===== src/rtl/fir_pkg.sv =====
// ---------------------------------------------------------------------------
// fir_pkg -- shared constants for the FIR output formatting path.
//   FIR_*           : default widths, shift, decimation and buffer depth
//   FIR_PIPE_STAGES : edges from sample acceptance to FIFO write
//   fifo_op_e       : per-edge FIFO operation (push/pop combination)
// ---------------------------------------------------------------------------
package fir_pkg;

  localparam int FIR_IN_WIDTH    = 33;
  localparam int FIR_OUT_WIDTH   = 16;
  localparam int FIR_SHIFT       = 17;
  localparam int FIR_DECIM       = 4;
  localparam int FIR_FIFO_DEPTH  = 8;

  // Round stage + shift/saturate stage.
  localparam int FIR_PIPE_STAGES = 2;

  typedef enum logic [1:0] {
    FIFO_IDLE = 2'b00,
    FIFO_POP  = 2'b01,
    FIFO_PUSH = 2'b10,
    FIFO_BOTH = 2'b11
  } fifo_op_e;

endpackage


===== src/rtl/sync_fifo.sv =====
// ---------------------------------------------------------------------------
// sync_fifo -- single-clock show-ahead FIFO with occupancy count.
//   clk, rst_n : clock, asynchronous active-low reset (pointers and count)
//   wr_en      : write request; wr_data is the entry
//   rd_ready   : consumer accepts rd_data (ignored while empty)
//   rd_data    : head entry, forced to 0 while empty
//   rd_valid   : FIFO not empty
//   count      : occupancy 0..DEPTH
//   wr_drop    : pulse, a write was lost because the FIFO was full
// ---------------------------------------------------------------------------
module sync_fifo
  import fir_pkg::*;
#(
  parameter int WIDTH = FIR_OUT_WIDTH,
  parameter int DEPTH = FIR_FIFO_DEPTH
) (
  input  logic                     clk,
  input  logic                     rst_n,
  input  logic                     wr_en,
  input  logic [WIDTH-1:0]         wr_data,
  input  logic                     rd_ready,
  output logic [WIDTH-1:0]         rd_data,
  output logic                     rd_valid,
  output logic [$clog2(DEPTH):0]   count,
  output logic                     wr_drop
);

  localparam int AW = $clog2(DEPTH);
  localparam int CW = AW + 1;

  logic [WIDTH-1:0] mem [DEPTH];
  logic [AW-1:0]    wr_ptr;
  logic [AW-1:0]    rd_ptr;
  logic             full;
  logic             rd;
  logic             wr;
  fifo_op_e         op;

  assign rd_valid = (count != '0);
  assign full     = (count == CW'(DEPTH));
  assign rd       = rd_ready && rd_valid;
  // A pop on the same edge frees the slot a full-FIFO write needs.
  assign wr       = wr_en && (!full || rd);
  assign wr_drop  = wr_en && full && !rd;
  assign op       = fifo_op_e'({wr, rd});
  assign rd_data  = rd_valid ? mem[rd_ptr] : '0;

  always_ff @(posedge clk) begin
    if (wr) mem[wr_ptr] <= wr_data;
  end

  // Pointers are exactly AW bits wide, so increment wraps modulo DEPTH.
  always_ff @(posedge clk or negedge rst_n) begin
    if (!rst_n) begin
      wr_ptr <= '0;
      rd_ptr <= '0;
      count  <= '0;
    end else begin
      if (wr) wr_ptr <= wr_ptr + 1'b1;
      if (rd) rd_ptr <= rd_ptr + 1'b1;
      case (op)
        FIFO_PUSH: count <= count + 1'b1;
        FIFO_POP:  count <= count - 1'b1;
        default:   count <= count;
      endcase
    end
  end

endmodule


===== src/rtl/fir_decim_out.sv =====
// ---------------------------------------------------------------------------
// fir_decim_out -- decimate, round, saturate and buffer FIR results.
//   sclk, s_rst_n : clock, asynchronous active-low reset
//   fir_in/in_en  : unsigned FIR result and its strobe
//   out_data/out_valid/out_ready : show-ahead output handshake
//   fifo_cnt      : buffer occupancy
//   ovf, sat      : sticky drop / clip flags, cleared by clr_flags
// ---------------------------------------------------------------------------
module fir_decim_out
  import fir_pkg::*;
#(
  parameter int IN_WIDTH   = FIR_IN_WIDTH,
  parameter int OUT_WIDTH  = FIR_OUT_WIDTH,
  parameter int SHIFT      = FIR_SHIFT,
  parameter int DECIM      = FIR_DECIM,
  parameter int FIFO_DEPTH = FIR_FIFO_DEPTH
) (
  input  logic                          sclk,
  input  logic                          s_rst_n,
  input  logic [IN_WIDTH-1:0]           fir_in,
  input  logic                          in_en,
  output logic [OUT_WIDTH-1:0]          out_data,
  output logic                          out_valid,
  input  logic                          out_ready,
  output logic [$clog2(FIFO_DEPTH):0]   fifo_cnt,
  output logic                          ovf,
  output logic                          sat,
  input  logic                          clr_flags
);

  localparam int                PH_W    = (DECIM > 1) ? $clog2(DECIM) : 1;
  localparam logic [PH_W-1:0]   PH_LAST = PH_W'(DECIM - 1);
  localparam int                SUM_W   = IN_WIDTH + 1;
  localparam logic [SUM_W-1:0]  RND     = SUM_W'(1) << (SHIFT - 1);
  localparam logic [SUM_W-1:0]  SAT_MAX = SUM_W'({OUT_WIDTH{1'b1}});

  // Extra MSB keeps the rounding add from wrapping near full scale.
  function automatic logic [SUM_W-1:0] round_half_up(input logic [IN_WIDTH-1:0] x);
    return {1'b0, x} + RND;
  endfunction

  function automatic logic sat_hit(input logic [SUM_W-1:0] v);
    return (v >> SHIFT) > SAT_MAX;
  endfunction

  function automatic logic [OUT_WIDTH-1:0] sat_clip(input logic [SUM_W-1:0] v);
    logic [SUM_W-1:0] sh;
    sh = v >> SHIFT;
    return (sh > SAT_MAX) ? {OUT_WIDTH{1'b1}} : sh[OUT_WIDTH-1:0];
  endfunction

  logic [PH_W-1:0]      phase;
  logic                 accept;
  logic [SUM_W-1:0]     sum_p1;
  logic                 vld_p1;
  logic [OUT_WIDTH-1:0] data_p2;
  logic                 vld_p2;
  logic                 sat_evt;
  logic                 fifo_drop;

  assign accept  = in_en && (phase == '0);
  assign sat_evt = vld_p1 && sat_hit(sum_p1);

  always_ff @(posedge sclk or negedge s_rst_n) begin
    if (!s_rst_n) begin
      phase <= '0;
    end else if (in_en) begin
      phase <= (phase == PH_LAST) ? '0 : phase + 1'b1;
    end
  end

  // Stage 1: round-half-up
  always_ff @(posedge sclk or negedge s_rst_n) begin
    if (!s_rst_n) begin
      sum_p1 <= '0;
      vld_p1 <= 1'b0;
    end else begin
      vld_p1 <= accept;
      if (accept) sum_p1 <= round_half_up(fir_in);
    end
  end

  // Stage 2: shift and saturate
  always_ff @(posedge sclk or negedge s_rst_n) begin
    if (!s_rst_n) begin
      data_p2 <= '0;
      vld_p2  <= 1'b0;
    end else begin
      vld_p2 <= vld_p1;
      if (vld_p1) data_p2 <= sat_clip(sum_p1);
    end
  end

  // Sticky flags: a new event on the clearing edge keeps the flag set.
  always_ff @(posedge sclk or negedge s_rst_n) begin
    if (!s_rst_n) begin
      sat <= 1'b0;
      ovf <= 1'b0;
    end else begin
      sat <= sat_evt   || (sat && !clr_flags);
      ovf <= fifo_drop || (ovf && !clr_flags);
    end
  end

  sync_fifo #(
    .WIDTH (OUT_WIDTH),
    .DEPTH (FIFO_DEPTH)
  ) u_fifo (
    .clk      (sclk),
    .rst_n    (s_rst_n),
    .wr_en    (vld_p2),
    .wr_data  (data_p2),
    .rd_ready (out_ready),
    .rd_data  (out_data),
    .rd_valid (out_valid),
    .count    (fifo_cnt),
    .wr_drop  (fifo_drop)
  );

endmodule

===== config.mk =====
export PLATFORM = sky130hd
export DESIGN_NAME = fir_decim_out
export DESIGN_NICKNAME = d
export VERILOG_FILES = /design/src/rtl/fir_pkg.sv /design/src/rtl/sync_fifo.sv /design/src/rtl/fir_decim_out.sv
export SDC_FILE = /design/constraint.sdc
export NUM_CORES = 1
export LEC_CHECK = 0
export ABC_CLOCK_PERIOD_IN_PS = 3100
export BUFFER_PORTS_ARGS = -buffer_cell sky130_fd_sc_hd__buf_4
export CAP_MARGIN = 20
export CORE_ASPECT_RATIO = 1.1
export CORE_MARGIN = 10
export CORE_UTILIZATION = 37
export CTS_BUF_LIST = sky130_fd_sc_hd__clkbuf_4 sky130_fd_sc_hd__clkbuf_8 sky130_fd_sc_hd__clkbuf_16
export CTS_CLUSTER_DIAMETER = 150
export CTS_CLUSTER_SIZE = 10
export DETAILED_ROUTE_END_ITERATION = 16
export PLACE_DENSITY = 0.65
export SYNTH_ARGS = -nofsm -noshare
export SYNTH_HDL_FRONTEND = slang
export SYNTH_SLANG_ARGS = --single-unit

===== constraint.sdc =====
create_clock -name sclk -period 3.1 [get_ports sclk]
set_input_delay 0.155 -clock sclk [delete_from_list [all_inputs] [get_ports sclk]]
set_output_delay 0.155 -clock sclk [all_outputs]
set_load 0.03 [all_outputs]

; ---- After elaboration in Yosys (flattened, before gate mapping)
; Memories as Yosys holds them, arrays and structs flattened.
; Cells that the tools add are included.
[classes]
muxes = 6
n_lt_le_gt_ge = 1
reduce_logical = 17
eq_ne = 4
addsub = 6
[op_table]
columns = operator, count
row1 = $add 33x17->34 const B, 1
row2 = $mux 16, 2
row3 = $gt 17x16->1 const B, 1
row4 = $logic_and 1x1->1, 8
row5 = $pmux 4 s2, 1
row6 = $add 3x1->3 const B, 2
row7 = $add 4x1->4 const B, 1
row8 = $eq 2x2->1 const B, 2
row9 = $eq 4x4->1 const B, 1
row10 = $reduce_bool 4->1, 1
row11 = $sub 4x1->4 const B, 1
row12 = $logic_not 1->1, 3
row13 = $logic_or 1x1->1, 3
row14 = $add 2x1->2 const B, 1
row15 = $eq 2x1->1 const B, 1
row16 = $logic_not 2->1, 1
row17 = $mux 1, 2
row18 = $mux 2, 1
row19 = $reduce_bool 2->1, 1
[word_totals]
ramBits = 128
register_bits = 66
out_inout_bits = 23
mem_count = 1
[mem_list]
columns = name, words, width, rd, rd_ports_with_merged_regs, wr, line
row1 = u_fifo.mem, 8, 16, 1, 0, 1, sync_fifo.sv:31  ; logic [WIDTH-1:0] mem [DEPTH];

; ---- Longest topological paths before layout
; Gate-level depths: netlist of run 1.
[logic_depth]
depth_word = 6
mapped_depth = 10
depth_no_buf = 9

; ---- Modules after synthesis
; From an unflattened synthesis of run 1, not the netlist that was laid out.
[unflattened]
cells_unflattened = 457
hier_area_um2 = 7241.9
[by_module_without_submodules]
columns = module, cells_per_inst, instances, area_per_inst_um2, seq_area_each_um2
row1 = sync_fifo, 268, 1, 5479.0, 4093.9
row2 = fir_decim_out, 189, 1, 1762.9, 975.9

; ---- Least setup slack after synthesis of run 1
; No wires, ideal clock.
[synth_path]
kind = reg2reg
from = reg u_fifo.count[2]
to = mem u_fifo.mem[1][0] in the netlist's numbering, enable pin
arrival_ns = 2.502
period_less_slack_ns = 2.911
path_buffers = 1
required_time_ns = 2.691
setup_time_ns = 0.409
path_slack_ns = 0.189
path_stages_with_launch = 6
path_cell_list = dfrtp_1 > buf_2 > nor3_2 > a31oi_1 > nand2_1 > nor3_1
[synth_between]
elab_chain_len = 6
word_cells_on_any_way = 8
cone_classes = 1 x eq/ne / 2 x mux / 5 x reduce/logical
[synth_lines]
columns = element, line
row1 = start: declaration, sync_fifo.sv:24  ; output logic [$clog2(DEPTH):0] count,
row2 = start signal: assignment, sync_fifo.sv:62  ; FIFO_PUSH: count <= count + 1'b1;
row3 = start signal: assignment, sync_fifo.sv:63  ; FIFO_POP: count <= count - 1'b1;
row4 = start signal: assignment, sync_fifo.sv:64  ; default: count <= count;
row5 = $eq 4x4->1 or $reduce_bool 4->1 (tied branches), "sync_fifo.sv:40, sync_fifo.sv:39"
row6 = $logic_not 1->1 or $logic_and 1x1->1 (tied branches), "sync_fifo.sv:43, sync_fifo.sv:41"
row7 = $logic_or 1x1->1 *, sync_fifo.sv:43  ; assign wr = wr_en && (!full || rd);
row8 = $logic_and 1x1->1 *, sync_fifo.sv:43
row9 = $mux 1 *, sync_fifo.sv:49  ; if (wr) mem[wr_ptr] <= wr_data;
row10 = $mux 1 (not written as such) *, sync_fifo.sv:49
row11 = end: declaration, sync_fifo.sv:31
; Every way passes the cells marked *; elsewhere a longest branch is shown, timed or not.

; ---- Final worst setup path of run 1
[layout_path]
from = reg u_fifo.rd_ptr[0]
to = out out_data[12]
[layout_between]
elab_chain_len = 2
[layout_lines]
columns = element, line
row1 = start: declaration, sync_fifo.sv:33  ; logic [AW-1:0] rd_ptr;
row2 = start signal: assignment, sync_fifo.sv:60  ; if (rd) rd_ptr <= rd_ptr + 1'b1;
row3 = $mem_v2 8x16, -
row4 = $mux 16, sync_fifo.sv:46  ; assign rd_data = rd_valid ? mem[rd_ptr] : '0;
row5 = end: declaration, fir_decim_out.sv:22  ; output logic [OUT_WIDTH-1:0] out_data,
; Every way passes these cells.

==> impl_metrics.ini, run 1 <==
[worst_setup_path]
required_ns = 2.94
endpoint_kind = output port
critical_path.max_stage_delay_ns = 0.69
start_kind = register
crit_path_start = u_fifo.rd_ptr[0]$_DFFE_PN0N_
path_cells = buf_12, mux4_2, mux2i_1, nor2_1, buf_4
regToRegEndpoint = u_fifo.mem[7][10]$_DFFE_PP_
r2r_setup_slack_ns = 0.98
cp.arrival_ns = 2.38
crit_fanout = 21
r2r_start = u_fifo.count[1]$_DFFE_PN0P_
critPathKind = reg -> out
critPathSlowestCell = dfrtp_2
r2r_cells = 5

[global_route]
grt_util_met2 = 0.172
grt_overflow = 0
grt.busiest_layer = met2
grt_usage = 0.107
antenna_found_initial = 0
grt_pass1_wl_um = 21700
grt_max_degree = 50
gr-usage-met3 = 0.0299
met1_usage = 0.137
grt_pass1_vias = 3982

[timing]
relSlewSlack = 0.359
hold_ws_ns = 0.0336
max_slew.worst_pin.slew_ns = 0.962
fmax_ghz = 0.395
fin_crit_sh = 0.817
fin_setup_tns_ns = 0
rsz0062_at_grt = false
slew_viol_final = 0
fin_worst_skew_ns = 0.00765
finalHoldViolations = 0
period_minus_slack_ns = 2.53
setup_viol = 0

[floorplanning]
coreArea_um2 = 19200
io-pin-count = 61
die_area_um2 = 25600
die_height_um = 167
row_count = 53
dieWidth_um = 153
start_util = 0.378

[run_status]
status = finished clean

[routing]
drt-total-wl_um = 13500
drc = 0
vias = 3844
viasPerCell = 4.97
drt_iter0_drc = 196
drt_first_pass_iters = 4
antenna_left = 0
wl_per_cell_um = 17.5

[yosys]
syn_area_per_cell_um2 = 15.7
synth-edff-count = 128
yosys_warnings = 0
synth_seq_cells = 177
synth_ff_type = edfxtp_1
synth_nets = 505
synth_cells = 461
synthTopCellsByArea = edfxtp_1, dfrtp_1, mux4_2
synth_area_um2 = 7240
synth_cell_types = 41
synth_commonest_cells = edfxtp_1, nor2_1, dfrtp_1, mux4_2, nand2_1
ys_seq_area_frac = 0.700
synth_top_area_cell = edfxtp_1
synth_top_area_frac = 0.531
async_flop_share = 0.277
yosysMostFrequentCell = edfxtp_1

[job]
cap_violations = 0

[clocking]
cts.sinks = 177
cts_root_buffer = clkbuf_16
cts_buffers = 17
h-tree-depth = 4
clk_latency_ns = 0.42
cts_resized = 0
path_clk_slew_ns = 0.06
clk_path_buf_depth = 2
cts_tree = built

[final_layout]
fin_util = 0.446
antenna_cells = 0
finalNonFillerCells = 774
final_cell_area_um2 = 8550
drive_above_1_share = 0.245
fin_nets = 558
syn2layout_area_growth_pct = 18.0

[pwr]
vdd_drop_max_mv = 0.553
power_density_nw_per_um2 = 1020
power_leakage_nw = 3.10

[place]
gp_congestion = 0.757
portBuffers = 44
place_inst = 740
dp_hpwl_um = 8660
placed_cell_area_um2 = 7880

[hold_path]
min_delay_path_depth = 3
min_path_type = in -> reg
min_to = sum_p1[26]$_DFFE_PN0P_
hp-start = fir_in[26]
-- where the power goes --
part / internal (mW) / leakage [nW] / total (mW) / switching, mW
Sequential: 3.24 / 1.74 / 3.85 / 0.613
Clock: 1.47 / 0.309 / 2.29 / 0.817
Combinational: 1.16 / 1.04 / 2.57 / 1.41
Total: 5.87 / 3.10 / 8.71 / 2.84
-- registers in the layout, summed over array words and instances, names as in the netlist, 2 cells and up --
register,flops
u_fifo.mem,128
sum_p1,17
data_p2,16
u_fifo.count,4
u_fifo.rd_ptr,3
u_fifo.wr_ptr,3
phase,2
-- cell usage in the layout (no fill, tap or decap), types with 4 or more instances in the layout --
master and count:
ha_1 6, nor4_1 5, edfxtp_1 128, buf_4 55
clkbuf_16 17, bufinv_16 5, xnor2_1 17, nand4_1 4
inv_1 11, nand2b_1 4, a21oi_1 17, o21ai_0 7
nand2_1 28, nand3_1 8, dfrtp_1 48, nor3_1 5
nor2_1 59, o21ai_1 12, mux4_2 32, mux2i_1 16
-- logic make-up (layout without fill, tap and decap cells) --
family | after synthesis | in the layout | synth area share
DFF | 177 | 177 | 0.700
and+or+nand+nor | 122 | 122 | 0.0755
muxes | 52 | 52 | 0.128
AOI/OAI and AO/OA | 48 | 48 | 0.0394
buffers and inverters | 36 | 102 | 0.0225
xor gates and xnor gates | 20 | 20 | 0.0242
adders and majority gates | 6 | 6 | 0.0104
-- timing repair --
item	4_1_cts	5_1_grt
endpoints found under the hold margin	51	0
hold buffers	2	0
buffers inserted	0	0
-- through the flow --
stage	setup WS [ns]	total power, mW
after floorplan	0.189	5.58
after global placement	0.947	6.41
after detailed placement	0.951	6.55
after CTS	0.494	8.83
after global routing	0.363	9.20
final	0.568	8.71
-- worst max-delay path, delay by kind of cell, from the launching register on --
family | cells | cell delay [ns]
and+or+nand+nor | 1 | 0.07
buffers and inverters | 2 | 0.45
muxes | 2 | 0.74
DFF | 1 | 0.69
-- layout make-up --
class | instances | area, µm²
multi-input cells | 248 | 2020
well taps | 247 | 309
fillers | 1687 | 10600
inverters | 12 | 47.5
repair buffers | 58 | 453
clock inverters | 11 | 185
clock buffers | 21 | 462
flip-flops and latches | 177 | 5070
-- how the worst max path moves through the flow --
stage                                 endpoint  slack (ns)
detailed placement                out_data[12]        0.95
finish                            out_data[12]        0.57
global placement                   out_data[2]        0.95
floorplan           u_fifo.mem[1][0]$_DFFE_PP_        0.19
global route                      out_data[12]        0.36
CTS                               out_data[12]        0.49
-- routing by layer --
layer	routed length, µm	share of wire
met1	5920	0.44
met2	6680	0.49
met3	820	0.061
met4	114	0.0084
met5	0	0
(Power assumes the default switching activity.)
==> inputs of run 2 (changes only) <==
--- a/config.mk
+++ b/config.mk
@@ -5,7 +5,7 @@
 export SDC_FILE = /design/constraint.sdc
 export NUM_CORES = 1
 export LEC_CHECK = 0
-export ABC_CLOCK_PERIOD_IN_PS = 3100
+export ABC_CLOCK_PERIOD_IN_PS = 2270
 export BUFFER_PORTS_ARGS = -buffer_cell sky130_fd_sc_hd__buf_4
 export CAP_MARGIN = 20
 export CORE_ASPECT_RATIO = 1.1
@@ -15,7 +15,7 @@
 export CTS_CLUSTER_DIAMETER = 150
 export CTS_CLUSTER_SIZE = 10
 export DETAILED_ROUTE_END_ITERATION = 16
-export PLACE_DENSITY = 0.65
+export PLACE_DENSITY = 0.67
 export SYNTH_ARGS = -nofsm -noshare
 export SYNTH_HDL_FRONTEND = slang
 export SYNTH_SLANG_ARGS = --single-unit
==> constraint.sdc (replaced) <==
create_clock -name sclk -period 2.27 [get_ports sclk]
set_input_delay 0.1135 -clock sclk [delete_from_list [all_inputs] [get_ports sclk]]
set_output_delay 0.1135 -clock sclk [all_outputs]
set_load 0.03 [all_outputs]
==> impl_metrics.ini, run 2 (synthesized netlist as in run 1, its figures left out) <==
[run_status]
status = finished clean

[routing]
drc = 0
drt_iter0_drc = 308
antenna_left = 0
drt-total-wl_um = 13300
wl_per_cell_um = 16.7
vias = 3838
drt_first_pass_iters = 4
viasPerCell = 4.85

[final_layout]
regMostFlops = u_fifo.mem
syn2layout_area_growth_pct = 20.4
antenna_cells = 0
layout_commonest_cell = edfxtp_1
fillCellCount = 1649
reg_top3 = u_fifo.mem (128), sum_p1 (17), data_p2 (16)
fin_nets = 576
final_cell_mix = edfxtp_1, nor2_1, buf_4
drive_above_1_share = 0.261
largest_reg_flops = 128

[timing]
fin_worst_skew_ns = 0.0104
hold_ws_ns = 0.00811
max_slew.worst_pin.slew_ns = 0.598
period_minus_slack_ns = 2.16
fmax_ghz = 0.464
relSlewSlack = 0.601
fin_setup_tns_ns = 0
slew_viol_final = 0
setup_viol = 0
fin_crit_sh = 0.950
finalHoldViolations = 0
rsz0062_at_grt = false

[global_route]
antenna_found_initial = 0
grt_pass1_vias = 4107
grt_overflow = 0
grt_pass1_wl_um = 21500
grt_max_degree = 50
grt_usage = 0.105

[floorplanning]
coreArea_um2 = 19200
die_area_um2 = 25600
dieWidth_um = 153
row_count = 53
die_height_um = 167
io-pin-count = 61
start_util = 0.378

[pwr]
power_density_nw_per_um2 = 1340
power_leakage_nw = 3.15
vdd_drop_max_mv = 0.597

[place]
portBuffers = 44
gp_congestion = 0.775
dp_hpwl_um = 8770

[worst_setup_path]
critPathKind = reg -> out
required_ns = 2.16
start_kind = register
crit_fanout = 20
cp.arrival_ns = 2.04
endpoint_kind = output port

[hold_path]
min_path_type = in -> reg

[clocking]
h-tree-depth = 4
clk_path_buf_depth = 2
path_clk_slew_ns = 0.07
cts_tree = built
clk_latency_ns = 0.42
cts_root_buffer = clkbuf_16
cts.sinks = 177
cts_buffers = 17

[job]
cap_violations = 0
run 2: layout make-up:
type,count,area (µm²),share of cell area
repair buffers,76,696,0.0798
clock inverters,13,123,0.0141
well taps,247,309,0.0355
inverters,12,47.5,0.00545
flip-flops and latches,177,5070,0.582
clock buffers,19,447,0.0512
multi-input cells,248,2020,0.232
run 2: per-stage QoR:
stage	utilization	setup WS (ns)	total power, mW	instance area (µm²)	std cells
floorplan	-	-0.218	7.63	7250	461
global placement	0.418	0.323	8.86	8010	746
detailed placement	0.418	0.247	9.03	8010	746
CTS	0.454	0.0251	11.8	8700	790
global route	0.455	0.0000810	12.4	8720	792
finish	0.455	0.113	11.7	8720	792
run 2: per-layer routing:
| metal | routed length (µm) | vias up | GRT usage | part of all wire |
|---|---|---|---|---|
| met3 | 580 | 10 | 0.0296 | 0.044 |
| li1 | - | 1879 | - | - |
| met1 | 5690 | 1871 | 0.122 | 0.43 |
| met5 | 0 | - | 0 | 0 |
| met4 | 116 | 0 | 0.0321 | 0.0087 |
| met2 | 6880 | 78 | 0.182 | 0.52 |
run 2: repair_timing:
item                                    CTS  global route
pin swaps                                 0             0
setup buffers                             2             2
endpoints found under the hold margin    59             0
hold buffers                             10             0
gates resized for setup                   1             1
endpoints found under the setup margin   13            12
cloned                                    0             0
run 2: path summary, 6_finish.rpt:
path	start	depth (start not counted)	slack, ns	to
min in group asynchronous	s_rst_n	2	0.24	u_fifo.rd_ptr[1]$_DFFE_PN0N_
min	fir_in[23]	3	0.008	sum_p1[23]$_DFFE_PN0P_
max reg2reg	u_fifo.count[0]$_DFFE_PN0P_	9	0.26	u_fifo.count[2]$_DFFE_PN0P_
max in group asynchronous	s_rst_n	2	1.59	u_fifo.rd_ptr[0]$_DFFE_PN0N_
max	u_fifo.rd_ptr[0]$_DFFE_PN0N_	5	0.11	out_data[13]
min reg2reg	sum_p1[22]$_DFFE_PN0P_	2	0.49	sum_p1[22]$_DFFE_PN0P_
run 2: critical path, stage by stage (launching register included):
cell     delay, ns
dfrtp_4       0.48
buf_12        0.22
mux4_2        0.55
mux2i_1       0.14
nor2_1        0.05
buf_4         0.17
run 2: power breakdown:
part / internal [mW] / switching (mW)
combinational: 1.75 / 2.13
sequential: 4.43 / 0.646
clock: 1.48 / 1.23
total: 7.67 / 4.01
